## config.mk

```make
export PLATFORM = sky130hd
export DESIGN_NAME = gb_interrupt_ctrl
export DESIGN_NICKNAME = d
export VERILOG_FILES = /design/src/rtl/gb_interrupt_ctrl.sv
export SDC_FILE = /design/constraint.sdc
export NUM_CORES = 1
export LEC_CHECK = 0
export ABC_AREA = 1
export CAP_MARGIN = 20
export CORE_MARGIN = 10
export CORE_UTILIZATION = 25
export CTS_CLUSTER_SIZE = 8
export DETAILED_ROUTE_END_ITERATION = 16
export REMOVE_ABC_BUFFERS = 1
export SLEW_MARGIN = 20
export SYNTH_ARGS = -nofsm -noshare
export SYNTH_HDL_FRONTEND = slang
export SYNTH_SLANG_ARGS = --single-unit
```

## constraint.sdc

```tcl
create_clock -name clk -period 1.15 [get_ports clk]
set_clock_uncertainty 0.05 [all_clocks]
set_input_delay 0.2875 -clock clk [delete_from_list [all_inputs] [get_ports clk]]
set_output_delay 0.2875 -clock clk [all_outputs]
set_load 0.05 [all_outputs]
```

## src/rtl/gb_interrupt_ctrl.sv

```systemverilog
// gb_interrupt_ctrl: IF/IE interrupt registers with source edge detect, priority select and CPU acknowledge
module gb_interrupt_ctrl #(
  parameter int          NUM_SRC = 5,
  parameter logic [15:0] IF_ADDR = 16'hFF0F,
  parameter logic [15:0] IE_ADDR = 16'hFFFF
) (
  input  logic               clk,
  input  logic               reset,
  input  logic [NUM_SRC-1:0] irq_src_i,
  input  logic [15:0]        addr_i,
  input  logic [7:0]         wdata_i,
  input  logic               wr_en_i,
  input  logic               clear_interrupt_flag,
  output logic [7:0]         rdata_o,
  output logic               rsel_o,
  output logic [7:0]         reg_IF,
  output logic [7:0]         reg_IE,
  output logic               irq_pending_o,
  output logic [15:0]        irq_vector_o
);
  logic [NUM_SRC-1:0] if_q, src_prev, pend, ack_mask, set_mask, if_base, clr;
  logic [7:0]         ie_q;
  logic               if_sel, ie_sel;
  assign if_sel        = addr_i == IF_ADDR;
  assign ie_sel        = addr_i == IE_ADDR;
  assign pend          = if_q & ie_q[NUM_SRC-1:0];
  assign ack_mask      = pend & -pend;
  assign set_mask      = irq_src_i & ~src_prev;
  assign if_base       = (wr_en_i && if_sel) ? wdata_i[NUM_SRC-1:0] : if_q;
  assign clr           = clear_interrupt_flag ? ack_mask : '0;
  assign reg_IF        = {{(8-NUM_SRC){1'b0}}, if_q};
  assign reg_IE        = ie_q;
  assign irq_pending_o = |pend;
  assign rsel_o        = if_sel | ie_sel;
  assign rdata_o       = if_sel ? {{(8-NUM_SRC){1'b1}}, if_q} : ie_sel ? ie_q : 8'h00;
  // ISR vector of the one-hot winner: 0x40 + 8*n
  always_comb begin
    irq_vector_o = 16'h0000;
    for (int i = 0; i < NUM_SRC; i++)
      if (ack_mask[i]) irq_vector_o = 16'h0040 + 16'(8 * i);
  end
  // State update: a new edge beats an acknowledge, which beats a bus write
  always_ff @(posedge clk or negedge reset) begin
    if (!reset) begin
      if_q     <= '0;
      ie_q     <= 8'h00;
      src_prev <= '0;
    end else begin
      src_prev <= irq_src_i;
      if_q     <= (if_base & ~clr) | set_mask;
      if (wr_en_i && ie_sel) ie_q <= wdata_i;
    end
  end
endmodule
```

# Word level (Yosys, flattened, before mapping)

Cells that the tools add are included.

Bits in registers: 18
Bits of input ports: 33
Output and inout port bits: 42
Word-level logic and storage cells: 26

Add/sub/neg operators: 1
Equality and inequality tests: 2
Multiplexer cells: 9
Bitwise operators: 8
Reductions and logical operators: 3

Operators with widths:

| operator               | number |
|---|---|
| $mux W16               | 3 |
| $eq A16 B16 Y1 const B | 2 |
| $and A5 B5 Y5          | 4 |
| $mux W8                | 2 |
| $mux W7                | 2 |
| $mux W5                | 2 |
| $not A5 Y5             | 2 |
| $neg A5 Y5             | 1 |
| $or A5 B5 Y5           | 1 |
| $reduce_or A5 Y1       | 1 |
| $logic_and A1 B1 Y1    | 2 |
| $or A1 B1 Y1           | 1 |

# Logic depth before layout (Yosys ltp)

Gate-level depths: netlist (run 1).

Depth in word-level cells: 8
Depth in mapped cells: 10
Mapped depth without buffers: 9

# Least setup slack after synthesis (run 1)

OpenSTA, ideal clock, no wires.

Path kind: reg-to-reg
From: reg ie_q[0], in the netlist reg_IE[0]
To: reg if_q[4]
Library setup time: 0.119 ns
Arrival: 2.237 ns
Required time: 0.981 ns
Slack: -1.256 ns
Stages on the path, launching flop included: 7
Path buffers: 0
Clock period less this slack: 2.406 ns
Cells stage by stage: dfrtp_1 > nand2_1 > nand2_1 > nor3_1 > nand2_1 > nand3_1 > nand2_1

Word-level cells in the longest chain between the ends: 7

RTL lines:

| what                     | RTL line | source |
|---|---|---|
| start: declaration       | 22       | `logic [7:0] ie_q;` |
| start signal: assignment | 51       | `if (wr_en_i && ie_sel) ie_q <= wdata_i;` |
| $and A5 B5 Y5            | 26       | `assign pend = if_q & ie_q[NUM_SRC-1:0];` |
| $neg A5 Y5               | 27       | `assign ack_mask = pend & -pend;` |
| $and A5 B5 Y5            | 27       |  |
| $mux W5                  | 30       | `assign clr = clear_interrupt_flag ? ack_mask : '0;` |
| $not A5 Y5               | 50       | `if_q <= (if_base & ~clr) \| set_mask;` |
| $and A5 B5 Y5            | 50       |  |
| $or A5 B5 Y5             | 50       |  |
| end signal: assignment   | 50       |  |
| end: declaration         | 21       | `logic [NUM_SRC-1:0] if_q, src_prev, pend, ack_mask, set_mask, if_base, clr;` |

No other way between the ends.
A chain may end at the register's enable or synchronous reset.

# Final worst setup path (run 1)

From: reg if_q[0]
To: out irq_vector_o[3]

Word-level cells in the longest chain between the ends: 7

RTL lines:

| what                  | RTL line | source |
|---|---|---|
| $and A5 B5 Y5 (*)     | 26       |  |
| $neg A5 Y5 (*)        | 27       |  |
| $and A5 B5 Y5 (*)     | 27       |  |
| $mux W7               | 40       | `if (ack_mask[i]) irq_vector_o = 16'h0040 + 16'(8 * i);` |
| $mux W16 (2 in a row) | 40       |  |
| $mux W16 (*)          | 40       |  |
| end: declaration      | 19       | `output logic [15:0] irq_vector_o` |

Mark *: on every way between the ends. The rest lies on a longest branch, timed or not.

==> flow_summary.yaml, run 1 <==
routing:
  drtPass1Iterations: 6
  drc: 0
  final_antenna_net_count: 0
  viasPerCell: 4.46
  wire_per_inst_um: 15.6
  drtIter0Drc: 70
  wl_um: 4980
  via_count: 1423
power:
  p_sw_share_pct: 29.2
  pwr-share-clk_pct: 36.1
  comb_power_share_pct: 21.5
  p_switching_mw: 0.442
  p_seq_share_pct: 42.5
  powerDensity_nw_per_um2: 531
  p_leak_nw: 1.39
  power.internal_mw: 1.07
  p_total_mw: 1.52
  ir_worst_vdd_v: 0.000369
timing:
  final-setup-viol-count: 30
  min_period_over_period_pct: 152
  fin_ws_ns: -0.603
  rsz0062_at_grt: "yes"
  fmax_ghz: 0.571
  period_minus_slack_ns: 1.75
  drv_slew: 0
  hold_viol_final: 0
worst_setup_path:
  critPathMaxFanout: 3
  start_kind: "flip-flop"
  rrSetupSlack_ns: -0.14
  path_class: "reg -> out"
  end_kind: "output pin"
  cp.arrival_ns: 1.42
  cp.required_ns: 0.81
  reg2regPathDepth: 8
placement:
  dpl-instance-area_um2: 2350
  io_buffer_count: 59
  gp_congestion: 0.839
  hpwl_um: 3440
  dp_cells: 306
layout:
  fin_nets: 299
  syn2layout_area_growth_pct: 139
  drive_gt1_share_pct: 58.9
  diodes: 0
  fin_area_um2: 2850
  fin_cells: 319
yosys:
  synth_warnings: 0
  syn_area_per_cell_um2: 7.61
  yosys.cell_types.count: 23
  seq_area_frac_synth_pct: 37.7
  syn-cell-area_um2: 1190
  synth_seq_cells: 18
  synthCells: 157
floorplan:
  die-area_um2: 7950
  core-area_um2: 4690
  pin_count: 75
  die_y_um: 89.1
  start_util_pct: 25.5
  num_rows: 25
  fp.dieW_um: 89.1
clock_tree:
  tritoncts: "yes"
  cts_num_sinks: 18
  clk_latency_ns: 0.26
  clockBufferDepth: 2
  htreeDepth: 1
  clkTransAtPathRegs_ns: 0.07
  cts-root-buf: "clkbuf_8"
  cts_buffers: 3
min_path:
  hp-class: "in -> async"
grt:
  grt_pass1_vias: 1484
  grt_pass1_wl_um: 7380
  grtUsageTotal_pct: 11.9
  antenna_found_initial: 0
  grt_max_degree: 19
  grt_overflow: 0
run:
  max_cap_violations: 0
status:
  status: "complete, but fails checks"
  violations: "setup timing"
## area by class of cell
class                      instances  area, µm²
inverter                          25        113
timing repair buffer             105       1330
fill                             370       1840
multi-input combinational        113        836
clock buffer                       4       55.1
tap                               54       67.6
sequential                        18        450
## metal layers
| metal | vias to the layer above | global-route usage [%] | part of all wire, % |
|---|---|---|---|
| met5 | - | 0 | 0 |
| met4 | 0 | 2.60 | 0.94 |
| met3 | 6 | 4.19 | 11 |
| met2 | 74 | 21.7 | 51 |
| met1 | 656 | 12.9 | 37 |
| li1 | 687 | - | - |
## power by group through the flow
stage,combinational (mW),sequential [mW],clock [mW]
after floorplan,0.138,0.657,0
after global placement,0.303,0.656,0
after detailed placement,0.306,0.656,0
after CTS,0.315,0.644,0.549
after global routing,0.347,0.644,0.573
final,0.326,0.644,0.547
## flip-flops by register name, indices dropped and copies added, names as in the netlist
name / count
reg_IE: 8
if_q: 5
src_prev: 5
## timing repair
action,in CTS,in global routing
setup buffers,10,12
endpoints found under the setup margin,40,35
cloned,1,1
resized for setup,137,32
hold endpoints to repair,0,0
pin swaps,23,17
hold buffers,0,0
## cells by family (layout without fill, tap and decap cells)
| family | after synthesis | after routing | synth area share (%) |
|---|---|---|---|
| AO/OA/AOI/OAI | 14 | 14 | 7.54 |
| buffers and inverters | 42 | 134 | 19.3 |
| flip-flops | 18 | 18 | 37.7 |
| other | 1 | 15 | 0.314 |
| AND/OR/NAND/NOR | 82 | 84 | 35.2 |
## worst max-delay path, cell delays in order, from the launching register on
cell and delay [ns]:
dfrtp_1 0.41, nand2_2 0.12, nand2_4 0.08, inv_4 0.07, nand2_4 0.05, o22ai_2 0.13, buf_4 0.15, buf_12 0.12
## worst paths after layout
| check | start | endpoint |
|---|---|---|
| max in group asynchronous | reset | reg_IE[0]$_DFFE_PN0P_ |
| min | reset | src_prev[2]$_DFF_PN0_ |
| max | if_q[0]$_DFF_PN0_ | irq_vector_o[3] |
| max reg2reg | if_q[3]$_DFF_PN0_ | if_q[4]$_DFF_PN0_ |
| min reg2reg | src_prev[2]$_DFF_PN0_ | if_q[2]$_DFF_PN0_ |
| min in group clk | src_prev[2]$_DFF_PN0_ | if_q[2]$_DFF_PN0_ |
## metrics by stage
step	worst slack [ns]	utilization, %	hold slack, ns	TNS, ns
2_1_floorplan	-1.26	-	-0.0581	-13.81
3_3_place_gp	-1.02	50.1	0.411	-18.12
3_5_place_dp	-0.993	50.1	0.413	-18.15
4_1_cts	-0.569	57.2	0.316	-8.46
5_1_grt	-0.641	60.8	0.329	-10.60
6_report	-0.603	60.8	0.310	-9.29
## placed cells by master (no fill, tap or decap)
cell / count
dlygate4sd2_1: 1
clkinv_8: 1
nor2_4: 4
nand3_4: 1
dfrtp_1: 18
clkinvlp_4: 1
buf_4: 18
inv_4: 1
nand2_8: 4
a21oi_4: 1
nor3_2: 1
nand4_1: 10
buf_2: 5
inv_1: 16
nand2_2: 13
o22ai_2: 1
inv_2: 6
o21ai_4: 2
nand4_4: 1
nand3_2: 6
nor2_2: 1
buf_8: 2
nand2_1: 27
nor2_8: 1
nand3_1: 7
buf_6: 34
clkbuf_8: 4
clkdlybuf4s50_1: 15
o21ai_2: 10
conb_1: 15
nand2_4: 8
buf_12: 30
## Yosys cell counts, drive strengths merged
cell type / number / area, µm²
nand3: 14 / 70.1
a21oi: 1 / 5.00
buf: 17 / 131
o21ai: 12 / 78.8
o22ai: 1 / 6.26
nand2: 50 / 213
nor3: 1 / 5.00
nor2: 6 / 48.8
conb: 1 / 3.75
dfrtp: 18 / 450
nand4: 11 / 83.8
inv: 25 / 98.9
Note: power is estimated with default switching activity, not from simulation.
==> run 2, diff against run 1 <==
TNS_END_PERCENT = 20   (was unset)
==> run 2 against run 1 <==
The flow still finishes with violations (setup timing); combinational power is essentially flat; routed wire length shrank 6.0%; cell area is 2.9% lower; total power is 0.18% higher; critical path depth down 1; die area is the same; core utilization shrank 1.8 points; worst setup slack better by 0.054 ns; clock power hardly changed; sequential share of layout area grew 0.48 points; register-to-register slack worse by 0.04 ns.
==> flow_summary.yaml, run 2 (synthesis results as in run 1) <==
layout:
  syn2layout_area_growth_pct: 132
  diodes: 0
  fin_cells: 315
  drive_gt1_share_pct: 54.8
  mostFrequentLayoutCell: "nand2_1"
  fin_nets: 295
  final_cell_mix: "nand2_1, buf_6, buf_12"
  largest_register_ffs: 8
timing:
  hold_viol_final: 0
  fmax_ghz: 0.589
  final-setup-viol-count: 32
  drv_slew: 0
  min_period_over_period_pct: 148
  fin_tns_setup_ns: -8.97
  whs_ns: 0.308
  fin_ws_ns: -0.549
  period_minus_slack_ns: 1.70
  rsz0062_at_grt: "yes"
grt:
  grt_pass1_vias: 1482
  grt_pass1_wl_um: 7260
  grtUsageTotal_pct: 11.7
  grt_max_degree: 19
  antenna_found_initial: 0
  grt_overflow: 0
worst_setup_path:
  path_class: "reg -> out"
  start_kind: "flip-flop"
  cp.required_ns: 0.81
  critPathMaxFanout: 3
  cp.arrival_ns: 1.36
  end_kind: "output pin"
power:
  p_leak_nw: 1.35
  p_total_mw: 1.52
  ir_worst_vdd_v: 0.000356
  powerDensity_nw_per_um2: 548
floorplan:
  start_util_pct: 25.5
  die_y_um: 89.1
  pin_count: 75
  fp.dieW_um: 89.1
  die-area_um2: 7950
  num_rows: 25
  core-area_um2: 4690
placement:
  hpwl_um: 3440
  dp_cells: 306
  io_buffer_count: 59
  gp_congestion: 0.839
  pre_cts_ws_ns: -0.993
status:
  status: "complete, but fails checks"
  violations: "setup timing"
clock_tree:
  cts-root-buf: "clkbuf_8"
  tritoncts: "yes"
  clk_latency_ns: 0.26
  cts_num_sinks: 18
  cts_buffers: 3
  clkTransAtPathRegs_ns: 0.07
  clockBufferDepth: 2
  htreeDepth: 1
routing:
  drc: 0
  wl_um: 4680
  drtIter0Drc: 60
  drtPass1Iterations: 4
  final_antenna_net_count: 0
  viasPerCell: 4.37
  via_count: 1376
  wire_per_inst_um: 14.9
min_path:
  hp-class: "in -> async"
run:
  max_cap_violations: 0
## run 2: cell types whose count changed in the layout (fill, tap and decap cells not counted), moves of 2 or more
| cell | before | now |
|---|---|---|
| nand2_2 | 13 | 8 |
| buf_6 | 34 | 30 |
| nand2_1 | 27 | 31 |
| inv_2 | 6 | 4 |
## run 2: worst paths after layout
path                                            start               endpoint  slack (ns)  cells past startpoint
worst max-delay path                if_q[0]$_DFF_PN0_        irq_vector_o[6]       -0.55                      6
worst min-delay path                            reset  src_prev[2]$_DFF_PN0_        0.31                      2
worst max register to register      if_q[0]$_DFF_PN0_      if_q[4]$_DFF_PN0_       -0.18                      8
worst min register to register  src_prev[2]$_DFF_PN0_      if_q[2]$_DFF_PN0_        0.42                      3
max in group asynchronous                       reset  reg_IE[0]$_DFFE_PN0P_        0.61                      2
min in group clk                src_prev[2]$_DFF_PN0_      if_q[2]$_DFF_PN0_        0.42                      3
## run 2: worst max-delay path, stage by stage, from the launching register on
cell,delay (ns)
dfrtp_1,0.41
nand2_2,0.12
nand2_4,0.08
inv_4,0.07
buf_6,0.09
nand4_1,0.14
buf_12,0.19
## run 2: layer usage
metal / wire length, µm / global-route usage (%) / part of all wire (%) / up-vias
met4: 46 / 2.60 / 0.98 / 0
li1: - / - / - / 681
met1: 1670 / 12.5 / 36 / 623
met2: 2380 / 21.2 / 51 / 68
met3: 580 / 4.56 / 12 / 4
met5: 0 / 0 / 0 / -
## run 2: timing repair
item / in CTS / in global routing
pin swaps: 23 / 7
endpoints found under the setup margin: 40 / 40
gates resized for setup: 132 / 20
endpoints found under the hold margin: 0 / 0
gates cloned: 1 / 0
setup buffers: 5 / 6
hold buffers: 0 / 0
## run 2: cell type report
| type | instances | area (µm²) |
|---|---|---|
| repair buffers | 102 | 1300 |
| well taps | 54 | 67.6 |
| clock buffers | 4 | 55.1 |
| fillers | 391 | 1920 |
| flip-flops and latches | 18 | 450 |
| multi-input cells | 112 | 791 |
| inverters | 25 | 110 |
## run 2: through the flow
step	utilization, %	cell area, µm²
6_report	59.0	2770
5_1_grt	59.0	2770
4_1_cts	56.4	2650
3_5_place_dp	50.1	2350
3_3_place_gp	50.1	2350
2_1_floorplan	-	1120
## run 2: report_power, final
part / switching [mW] / internal, mW
clock: 0.241 / 0.305
sequential: 0.00226 / 0.641
combinational: 0.197 / 0.131
total: 0.441 / 1.08
